<file path="config.mk">
export PLATFORM = sky130hd
export DESIGN_NAME = id_ex_stage_reg
export DESIGN_NICKNAME = d
export VERILOG_FILES = /design/src/rtl/id_ex_stage_reg.sv
export SDC_FILE = /design/constraint.sdc
export NUM_CORES = 1
export LEC_CHECK = 0
export ABC_AREA = 1
export CORE_MARGIN = 1.5
export CORE_UTILIZATION = 35
export CTS_BUF_LIST = sky130_fd_sc_hd__clkbuf_16
export CTS_CLUSTER_DIAMETER = 50
export DETAILED_ROUTE_END_ITERATION = 7
export HOLD_SLACK_MARGIN = 0.08
export PLACE_DENSITY_LB_ADDON = 0.08
export SYNTH_ARGS = -nofsm -noshare
export SYNTH_HDL_FRONTEND = slang
export SYNTH_SLANG_ARGS = --single-unit
export TNS_END_PERCENT = 1
</file>
<file path="constraint.sdc">
create_clock -name clk -period 5 [get_ports clk]
set_input_delay 0.5 -clock clk [delete_from_list [all_inputs] [get_ports clk]]
set_output_delay 0.5 -clock clk [all_outputs]
set_load 0.02 [all_outputs]
</file>
<file path="src/rtl/id_ex_stage_reg.sv">
// Decode-to-execute pipeline register: a single-entry valid/ready buffer
// holding the operands and decoded control of one instruction. It forwards
// the write-back result into the operands, both as they are captured and
// while they are held. It also detects load-use hazards and inserts a
// bubble for each one.
module id_ex_stage_reg #(
  parameter int XLEN = 32,
  parameter int ALUW = 4
) (
  input  logic            clk,
  input  logic            rst,
  input  logic            in_valid,
  output logic            in_ready,
  input  logic [XLEN-1:0] pc_in,
  input  logic [4:0]      rs1_in,
  input  logic [4:0]      rs2_in,
  input  logic [4:0]      rd_in,
  input  logic [XLEN-1:0] rd1_in,
  input  logic [XLEN-1:0] rd2_in,
  input  logic [XLEN-1:0] imm_in,
  input  logic [7:0]      ctrl_in,
  input  logic [ALUW-1:0] alu_ctrl_in,
  input  logic            wb_we,
  input  logic [4:0]      wb_rd,
  input  logic [XLEN-1:0] wb_data,
  input  logic            flush,
  output logic            out_valid,
  input  logic            out_ready,
  output logic [XLEN-1:0] pc_q,
  output logic [XLEN-1:0] rd1_q,
  output logic [XLEN-1:0] rd2_q,
  output logic [XLEN-1:0] imm_q,
  output logic [4:0]      rs1_q,
  output logic [4:0]      rs2_q,
  output logic [4:0]      rd_q,
  output logic [7:0]      ctrl_q,
  output logic [ALUW-1:0] alu_ctrl_q,
  output logic            load_use_stall,
  output logic [15:0]     bubble_count
);

  // ctrl layout: {reg_write, mem_read, mem_write, alu_src, branch, jump, result_src[1:0]}
  localparam int MEM_READ_BIT = 6;

  // Operand seen by a newly captured instruction. x0 always reads as zero.
  // A write-back to the same register in this cycle is not yet visible in
  // the register file read data, so the write-back value is taken instead.
  function automatic logic [XLEN-1:0] capture_operand(
    input logic [4:0]      rs,
    input logic [XLEN-1:0] rf_data,
    input logic            we,
    input logic [4:0]      wrd,
    input logic [XLEN-1:0] wdata
  );
    if (rs == 5'd0)
      return '0;
    else if (we && (wrd != 5'd0) && (wrd == rs))
      return wdata;
    else
      return rf_data;
  endfunction

  // Operand of an instruction that is stalled in this stage. It is kept
  // current with any write-back to its source register.
  function automatic logic [XLEN-1:0] refresh_operand(
    input logic [4:0]      rs,
    input logic [XLEN-1:0] held,
    input logic            we,
    input logic [4:0]      wrd,
    input logic [XLEN-1:0] wdata
  );
    if (we && (wrd != 5'd0) && (wrd == rs))
      return wdata;
    else
      return held;
  endfunction

  // Bubble counter increment that holds at all-ones instead of wrapping.
  function automatic logic [15:0] sat_inc(input logic [15:0] c);
    if (c == 16'hFFFF)
      return c;
    else
      return c + 16'd1;
  endfunction

  logic hazard_hit;
  logic capture;
  logic consume;
  logic bubble;
  logic hold;

  // A held load whose destination is read by the decode instruction cannot
  // forward its result yet, so decode must wait one cycle.
  assign hazard_hit = out_valid && ctrl_q[MEM_READ_BIT] && (rd_q != 5'd0) &&
                      ((rd_q == rs1_in) || (rd_q == rs2_in));
  assign load_use_stall = in_valid && hazard_hit;

  assign in_ready = (!out_valid || out_ready) && !load_use_stall && !flush;

  assign capture  = in_valid && in_ready;
  assign consume  = out_valid && out_ready;
  assign bubble   = out_ready && load_use_stall && !flush;
  assign hold     = out_valid && !out_ready && !flush;

  // Stage occupancy: flush clears it, a capture sets it, and a consume with
  // nothing new arriving empties it.
  always_ff @(posedge clk or posedge rst) begin
    if (rst)
      out_valid <= 1'b0;
    else if (flush)
      out_valid <= 1'b0;
    else if (capture)
      out_valid <= 1'b1;
    else if (consume)
      out_valid <= 1'b0;
  end

  // Decode -> execute boundary: load every field on capture. While execute
  // back-pressures, keep the operands current with write-back.
  always_ff @(posedge clk or posedge rst) begin
    if (rst) begin
      pc_q       <= '0;
      rd1_q      <= '0;
      rd2_q      <= '0;
      imm_q      <= '0;
      rs1_q      <= '0;
      rs2_q      <= '0;
      rd_q       <= '0;
      ctrl_q     <= '0;
      alu_ctrl_q <= '0;
    end else if (capture) begin
      pc_q       <= pc_in;
      rd1_q      <= capture_operand(rs1_in, rd1_in, wb_we, wb_rd, wb_data);
      rd2_q      <= capture_operand(rs2_in, rd2_in, wb_we, wb_rd, wb_data);
      imm_q      <= imm_in;
      rs1_q      <= rs1_in;
      rs2_q      <= rs2_in;
      rd_q       <= rd_in;
      ctrl_q     <= ctrl_in;
      alu_ctrl_q <= alu_ctrl_in;
    end else if (hold) begin
      rd1_q      <= refresh_operand(rs1_q, rd1_q, wb_we, wb_rd, wb_data);
      rd2_q      <= refresh_operand(rs2_q, rd2_q, wb_we, wb_rd, wb_data);
    end
  end

  // Count each bubble inserted for a load-use hazard. Flushes are not counted.
  always_ff @(posedge clk or posedge rst) begin
    if (rst)
      bubble_count <= '0;
    else if (bubble)
      bubble_count <= sat_inc(bubble_count);
  end

endmodule

</file>
==> impl_metrics.yaml <==
run_status:
  status: "complete, no violations"
final_layout:
  nets: 1880
  postLayoutCellArea_um2: 14000
  layout-drive-gt1-share_pct: 3.72
  regArea_um2: 4300
  fillers: 2596
  area_growth_syn_to_layout_pct: 47.6
  post-route-util_pct: 52.3
  multi_input_area_um2: 4250
worst_setup_path:
  reg2reg_from: "rd_q[0]"
  cp_common_cell: "nand2_1"
  path_max_fanout: 5
  cp.required_ns: 4.50
  cp_slowest_cell: "clkdlybuf4s50_1"
  r2r_end: "rd1_q[22]"
  critPathMaxStageDelay_ns: 0.60
  worst_setup_path_start_kind: "input port"
  critical_path_arrival_ns: 2.45
  crit_family: "buffers and inverters"
  critPathBufInv: 4
  critPathKind: "in2out"
  cp-end-kind: "primary output"
  r2r_cells: 11
  crit_chain: "clkdlybuf4s50_1, inv_1, nand2_1, nand2_1, nor2_1, nand3_1, nand2_1, nand2_2, nand2_2, inv_1, clkdlybuf4s50_1"
  rrSetupSlack_ns: 2.37
global_routing:
  overflow: 0
  grt_usage_pct: 24.5
  grt_pass1_vias: 9579
  grt_pass1_wl_um: 53400
  antenna_found_initial: 5
  grt_max_degree: 104
floorplan:
  die-width_um: 167
  core_um2: 26700
  ios: 372
  start_util_pct: 35.4
  rows: 60
  die_y_um: 167
  die_area_um2: 28000
sta:
  hold_viol: 0
  setup_slack_ns: 2.05
  period_needed_ns: 2.95
  slew-limit-headroom_pct: 16.0
  finalSetupTns_ns: 0
  post-route-period-util_pct: 59.1
  worstMarginPinSlew_ns: 1.26
  max_freq_ghz: 0.339
  rsz0062_at_grt: "no"
  setup_viol: 0
  hold_ws_ns: 0.479
  slew_violations: 0
  final.setup_skew_ns: 0.0169
synthesis:
  synth_ff_type: "dfrtp_1"
  syn_inst: 1357
  synth_top_area_share_pct: 45.5
  syn_area_um2: 9470
  ys_async_sr_fraction_pct: 100
  synth_edf_count: 0
  avgSynthCellArea_um2: 6.98
  synth_most_common_cell: "nand2_1"
  synth.area.top_cells: "dfrtp_1, nand2_1, nand3_1"
  ys_seq_area_share_pct: 45.5
  synth_top_cell_by_area: "dfrtp_1"
  syn_nets: 1556
  synthDistinctLibCells: 27
  yosys_warnings: 0
  synth_common_cells: "nand2_1, nand3_1, dfrtp_1"
  synth-seq-cells: 172
drt:
  drt_iter0_drc: 593
  viasPerCell: 4.86
  vias: 9897
  antenna_left: 0
  drt-total-wl_um: 33800
  drcViolationCount: 0
  wl_per_cell_um: 16.6
  first_pass_iters: 5
min_path:
  hold_path_depth: 2
  min_path_type: "reg2reg"
  whs_endpoint: "pc_q[14]"
  hp-start: "pc_q[14]"
clock_network:
  clock-sinks: 172
  numCtsBuffers: 17
  cts_buffer_depth: 2
  ctsHoldBuffers: 0
  clk_pin_slew_worst_paths_ns: 0.07
  clockRootBuffer: "clkbuf_16"
  cts_tree: "built"
  h-tree-depth: 4
  post-cts-setup-buffer-count: 0
  post_cts_resize_count: 0
  insertion_delay_ns: 0.44
power_and_ir_drop:
  max-vdd-ir-drop_v: 0.000185
  p_leak_nw: 7.03
  cellPowerDensity_nw_per_um2: 317
job:
  drv_cap: 0
placed_design:
  placed_area_um2: 13400
  dpl.hpwl_um: 23400
  io_buffers: 371
  gp_congestion: 0.892
  place_ws_ns: 1.67
## power breakdown
part           leakage, nW  switching [mW]  total (mW)  internal [mW]
Sequential            2.11           0.133        1.73           1.60
Combinational         4.63           0.737        1.38          0.647
Clock                0.279           0.653        1.32          0.664
Total                 7.03            1.52        4.43           2.91
## logic make-up after synthesis
logic type | after synthesis | share of synthesized area, %
AND/OR/NAND/NOR | 910 | 40.7
XOR/XNOR | 26 | 2.40
flip-flops | 172 | 45.5
AO/OA/AOI/OAI | 25 | 1.32
buffers and inverters | 223 | 10.0
adder cells (fa/ha/maj) | 1 | 0.132
## per-stage QoR
stage / cells / total power, mW
after global routing: 2037 / 4.66
after global placement: 2003 / 3.14
after detailed placement: 2003 / 3.15
after floorplan: 1357 / 2.40
final: 2038 / 4.43
after CTS: 2035 / 4.47
## routing by layer
layer  share of wire (%)  global-route usage, %  up-vias  wire length [um]
met3                 7.6                   6.38       59              2560
li1                    -                      -     4875                 -
met1                  42                   30.3     4579             14200
met5               0.092                      0        -                31
met4                 2.5                   10.1        4               860
met2                  48                   40.6      380             16200
## worst reg2reg max path, stage by stage (launching register included)
cell and delay, ns:
dfrtp_1 0.45, inv_1 0.09, nand2_1 0.07, nand2_1 0.05, nor2_1 0.12, nand3_1 0.08
nand2_1 0.10, nand2_2 0.11, nand3_4 0.45, buf_4 0.72, nand3_1 0.19, nand3_1 0.14
## state kept, by name (all words and copies together), names as in the netlist
signal / count
rs1_q: 5
bubble_count: 16
rd_q: 5
rd1_q: 32
out_valid: 1
pc_q: 32
imm_q: 32
ctrl_q: 8
rd2_q: 32
alu_ctrl_q: 4
rs2_q: 5
## worst max path at each step
| stage | start | endpoint | slack, ns | cells past startpoint |
|---|---|---|---|---|
| final | rs2_in[4] | in_ready | 2.05 | 11 |
| after global routing | rs2_in[4] | rd1_q[21] | 1.86 | 12 |
| after CTS | rs2_in[4] | in_ready | 2.04 | 11 |
| after detailed placement | wb_rd[2] | rd1_q[4] | 1.67 | 10 |
| after global placement | wb_rd[2] | rd1_q[19] | 1.72 | 10 |
| after floorplan | rst | alu_ctrl_q[0] | 2.30 | 1 |
## final cells by class
cell class,instances,share of cell area [%]
multi-input combinational,962,30.4
sequential,172,30.8
clock inverter,15,1.07
inverter,140,3.79
antenna,3,0.0537
timing repair buffer,388,27.8
clock buffer,17,3.04
tap,341,3.05
## layout by cell type, fill, tap and decap left out, types with 5 or more instances in the layout
cell,n
clkdlybuf4s50_1,371
nand3_1,277
nor3_1,5
xnor2_1,6
nand4_1,8
dfrtp_1,172
xor2_1,20
inv_1,137
nand2_1,517
clkbuf_16,17
buf_4,14
nor2_1,84
clkinv_4,5
o21ai_0,23
(Power assumes the default switching activity.)
